### config.mk
export PLATFORM = sky130hd
export DESIGN_NAME = trackball_source_arbiter
export DESIGN_NICKNAME = d
export VERILOG_FILES = /design/src/rtl/trackball_source_arbiter.sv
export SDC_FILE = /design/constraint.sdc
export NUM_CORES = 1
export LEC_CHECK = 0
export CAP_MARGIN = 20
export CORE_MARGIN = 1.5
export CORE_UTILIZATION = 50
export CTS_CLUSTER_SIZE = 8
export DETAILED_ROUTE_END_ITERATION = 7
export PLACE_DENSITY = 0.86
export SLEW_MARGIN = 20
export SYNTH_ARGS = -nofsm -noshare
export SYNTH_HDL_FRONTEND = slang
export SYNTH_SLANG_ARGS = --single-unit
### constraint.sdc
create_clock -name clk -period 2.8 [get_ports clk]
set_clock_uncertainty 0.1 [all_clocks]
set_input_delay 0.56 -clock clk [delete_from_list [all_inputs] [get_ports clk]]
set_output_delay 0.56 -clock clk [all_outputs]
set_load 0.05 [all_outputs]
### src/rtl/trackball_source_arbiter.sv
// Arbitrates the trackball packet stream between PS/2 mouse packets and joystick-generated
// synthetic packets; the mouse always wins, the joystick only owns the stream after mouse silence.
module trackball_source_arbiter #(
  parameter logic [15:0] PKT_PERIOD = 16'd40000,
  parameter logic [7:0]  HOLD_PKTS  = 8'd60,
  parameter logic [7:0]  JOY_MIN    = 8'd2,
  parameter logic [7:0]  JOY_MAX    = 8'd32
) (
  input  logic        clk,
  input  logic        reset_n,
  input  logic [24:0] ps2_mouse_in,
  input  logic        joy_up,
  input  logic        joy_down,
  input  logic        joy_left,
  input  logic        joy_right,
  input  logic        enable_joy,
  output logic [24:0] ps2_mouse_out,
  output logic [1:0]  owner
);

  typedef enum logic [1:0] {
    IDLE  = 2'b00,
    MOUSE = 2'b01,
    JOY   = 2'b10
  } owner_t;

  owner_t      state_reg, state_next;
  logic [24:0] out_reg, out_next;
  logic [15:0] tick_cnt_reg;
  logic [7:0]  silence_reg, silence_next, silence_inc;
  logic [7:0]  mag_reg, mag_next, mag_inc;
  logic        old_toggle_reg, primed_reg;
  logic        tick, mouse_pkt, joy_any, x_neg, y_neg;
  logic [7:0]  joy_x, joy_y;

  assign tick      = (tick_cnt_reg == PKT_PERIOD - 16'd1);
  assign mouse_pkt = primed_reg && (ps2_mouse_in[24] != old_toggle_reg);
  assign joy_any   = joy_up || joy_down || joy_left || joy_right;

  // Opposing directions cancel to zero on that axis.
  assign x_neg = joy_left && !joy_right;
  assign y_neg = joy_down && !joy_up;
  assign joy_x = (joy_right && !joy_left) ? mag_reg : x_neg ? (8'd0 - mag_reg) : 8'd0;
  assign joy_y = (joy_up && !joy_down)    ? mag_reg : y_neg ? (8'd0 - mag_reg) : 8'd0;

  assign mag_inc     = (mag_reg >= JOY_MAX) ? JOY_MAX : mag_reg + 8'd1;
  assign silence_inc = (silence_reg == 8'hFF) ? silence_reg : silence_reg + 8'd1;

  always_ff @(posedge clk or negedge reset_n) begin
    if (!reset_n) begin
      state_reg      <= IDLE;
      out_reg        <= '0;
      tick_cnt_reg   <= '0;
      silence_reg    <= '0;
      mag_reg        <= JOY_MIN;
      old_toggle_reg <= 1'b0;
      primed_reg     <= 1'b0;
    end else begin
      state_reg      <= state_next;
      out_reg        <= out_next;
      tick_cnt_reg   <= tick ? 16'd0 : tick_cnt_reg + 16'd1;
      silence_reg    <= silence_next;
      mag_reg        <= mag_next;
      old_toggle_reg <= ps2_mouse_in[24];
      primed_reg     <= 1'b1;
    end
  end

  always_comb begin
    state_next   = state_reg;
    out_next     = out_reg;
    silence_next = silence_reg;
    mag_next     = mag_reg;
    if (mouse_pkt) begin
      // Mouse preempts everything, including a coincident synthetic tick.
      out_next     = {~out_reg[24], ps2_mouse_in[23:0]};
      silence_next = 8'd0;
      mag_next     = JOY_MIN;
      state_next   = MOUSE;
    end else begin
      case (state_reg)
        IDLE: begin
          if (enable_joy && joy_any) state_next = JOY;
        end
        MOUSE: begin
          if (tick) begin
            silence_next = silence_inc;
            if (silence_inc >= HOLD_PKTS) state_next = IDLE;
          end
        end
        JOY: begin
          if (!enable_joy) begin
            // Restart the ramp so a later press begins at the minimum magnitude.
            state_next = IDLE;
            mag_next   = JOY_MIN;
          end else if (tick) begin
            if (joy_any) begin
              out_next = {~out_reg[24], joy_y, joy_x, 2'b00, y_neg, x_neg, 1'b1, 3'b000};
              mag_next = mag_inc;
            end else begin
              state_next = IDLE;
              mag_next   = JOY_MIN;
            end
          end
        end
        default: state_next = IDLE;
      endcase
    end
  end

  assign ps2_mouse_out = out_reg;
  assign owner         = state_reg;

endmodule

==> out/summary.txt, run 1 <==
status = finished clean
Pins Over Slew Limit = 0
Synth cell types = 56
Hold WS = 158.4 ps
f_max = 414.2 MHz
Max stage delay on crit path = 590 ps
Clk Latency, worst-skew pair = 340 ps
max_cap viols = 0
Post-layout nets = 447
VDD IR max = 0.0004510 V
register area share after synthesis = 0.4646
crit path launch type = flop
Post-Syn Area = 3288 sq um
Pwr per Cell Area = 608.3 nW/um^2
Mapped Avg Cell Area = 9.395 sq um
Post-CTS Hold Buffers = 0
Internal = 1.750 mW
P_sw = 804.9 uW
CTS Root Cell = clkbuf_8
RSZ-0062 raised after global routing = no
list of cells traversed by the critical path = ha_1 -> nand2_1 -> nor4_4 -> nand3_2 -> a2111oi_1 -> nor3_1
Vias/cell = 5.886
ys async rst share = 1.000
Top delay family on crit path = simple AND/OR/NAND/NOR gates
ys flop type = dfrtp_1
CP Class = flop to flop
R2R Path Start = tick_cnt_reg[0]$_DFF_PN0_
Pre-Repair DR Iteration Count = 5
IO Port Bufs = 58
Synth area leader = dfrtp_1
Layout area overhead = 27.74%
post-synth net total = 386
die area = 7072 sq um
Post-Route WL = 7820 um
total CTS buffers = 9
Rows = 29
period utilisation layout = 0.8623
minimum clock period = 2414 ps
DRC = 0
vias in the first global route = 2880
Initial Util = 0.5178
Die W = 84.10 um
Synth Warn # = 0
total core area = 6350 sq um
pin count of the biggest net entering global routing = 32
max FFs per register = 25
max_slew headroom = 0.5259
Final Hold Vio Count = 0
CTS tree = done
DRT iter0 DRCs = 284
slowest cell on the critical path = a2111oi_1
Die H = 84.10 um
Worst Setup SP = tick_cnt_reg[0]$_DFF_PN0_
top cell type's share of synthesized area = 0.4566
share of cells above drive strength 1 = 0.09615
Cells after Synth = 350
FF+latch count, synth = 61
GPL Wtd Cong = 0.8633
crit path max fanout = 16
GRT Total Usage = 0.2390
# IOs = 59
critical path required time = 2900 ps
hold crit path type = primary input to async pin
Setup TNS Final = 0 ps
per-cell routed wire length = 15.86 um
post-CTS setup buffers = 0
clk sinks = 61
Critical Path End Type = flop
DR vias = 2902
Remaining Overflow, GRT = 0
endpoints failing setup = 0
crit path DAT = 2520 ps
n_diodes = 0
hpwl dp = 5714 um
combinational share of power = 0.251
leakage = 1.797 nW
first-pass GRT wire length = 13630 um
clock power share = 0.343
Post-synth EDFFs = 0
Clock transition at path regs = 70 ps
synth top area cells = dfrtp_1 (46%), nand2_1 (4.8%), nor2_1 (3.8%), a221oi_1 (3.2%), nand3_1 (3.0%)
Switching Share = 0.3150
Routed Antenna Nets = 0
sequential group share of total power = 0.406
antenna violations before repair = 0
Worst Tran Pin Value = 711.2 ps
WP buf/inv = 0
CTS Buffer Depth = 2
htree depth = 3
==> cell usage after synthesis, types with 6 or more instances <==
master and n:
o21ai_0 10, a21oi_1 7, xnor2_1 8, dfrtp_1 60, clkbuf_1 12, nor3_1 13
o31ai_1 13, nor2_1 33, nand2b_1 10, and3_1 6, nand3_1 20, inv_1 8
xor2_1 11, a31oi_1 7, nor2b_1 9, nand2_1 42, a221oi_1 12
==> what timing repair did <==
item	CTS	global route
hold endpoints to repair	0	0
setup endpoints to repair	0	1
resized for setup	0	1
==> power groups by stage <==
stage / registers, mW / clock network (mW) / logic (mW)
4_1_cts: 1.03 / 0.895 / 0.644
2_1_floorplan: 1.26 / 0 / 0.173
6_report: 1.04 / 0.877 / 0.642
5_1_grt: 1.05 / 0.938 / 0.682
3_3_place_gp: 1.04 / 0 / 0.627
3_5_place_dp: 1.05 / 0 / 0.642
==> kinds of logic after synthesis <==
group	share of synthesized area
xor+xnor	0.05061
other cells	0.001140
mux	0.01294
flops	0.4646
fa+ha+maj	0.01522
buf+inv	0.03386
compound gates	0.1575
simple gates	0.2641
==> final timing paths <==
path / endpoint / slack, ps / cells past startpoint
min in group clk: tick_cnt_reg[4]$_DFF_PN0_ / 400 / 1
max in group asynchronous: silence_reg[7]$_DFFE_PN0P_ / 1820 / 2
min reg2reg: tick_cnt_reg[4]$_DFF_PN0_ / 400 / 1
max reg2reg: ps2_mouse_out[10]$_DFFE_PN0P_ / 390 / 6
max: ps2_mouse_out[10]$_DFFE_PN0P_ / 390 / 6
min: ps2_mouse_out[14]$_DFFE_PN0P_ / 160 / 1
==> final cells by class <==
cell class	count	area [sq um]
Inverter	8	30.03
Sequential cell	61	1528
Timing Repair Buffer	69	670.6
Clock inverter	4	70.07
Fill cell	487	2150
Tap cell	77	96.34
Clock buffer	12	155.1
Multi-Input combinational cell	262	1650
==> per-layer routing <==
metal | wire length, um | vias up | global-route usage
met1 | 3466 | 1386 | 0.3170
met3 | 532 | 17 | 0.05638
met2 | 3686 | 111 | 0.3811
met4 | 134 | 0 | 0.08942
met5 | 0 | - | 0
li1 | - | 1388 | -
==> layout by cell type, fill, tap and decap left out, drive strengths merged, types with 12 or more instances in the layout <==
master	instances
nand3	21
buf	12
dfrtp	60
nand2	43
o31ai	13
clkdlybuf4s50	57
a221oi	12
clkbuf	12
nor3	13
nor2	33
==> stage by stage <==
stage	cells	power [mW]	cell area, sq um	worst slack (ps)	util
after floorplan	350	1.436	3288	650.5	-
after global placement	477	1.672	3974	184.9	0.6258
after detailed placement	477	1.692	3974	112.4	0.6258
after CTS	493	2.572	4199	336.5	0.6613
after global routing	493	2.667	4200	107.1	0.6615
final	493	2.555	4200	385.7	0.6615
(Power assumes the default switching activity.)
==> run 2, diff against run 1 <==
- GPL_ROUTABILITY_DRIVEN: default -> 1
==> results of run 2 <==
Same layout as run 1: the final DEF is identical, and so are final timing and power.
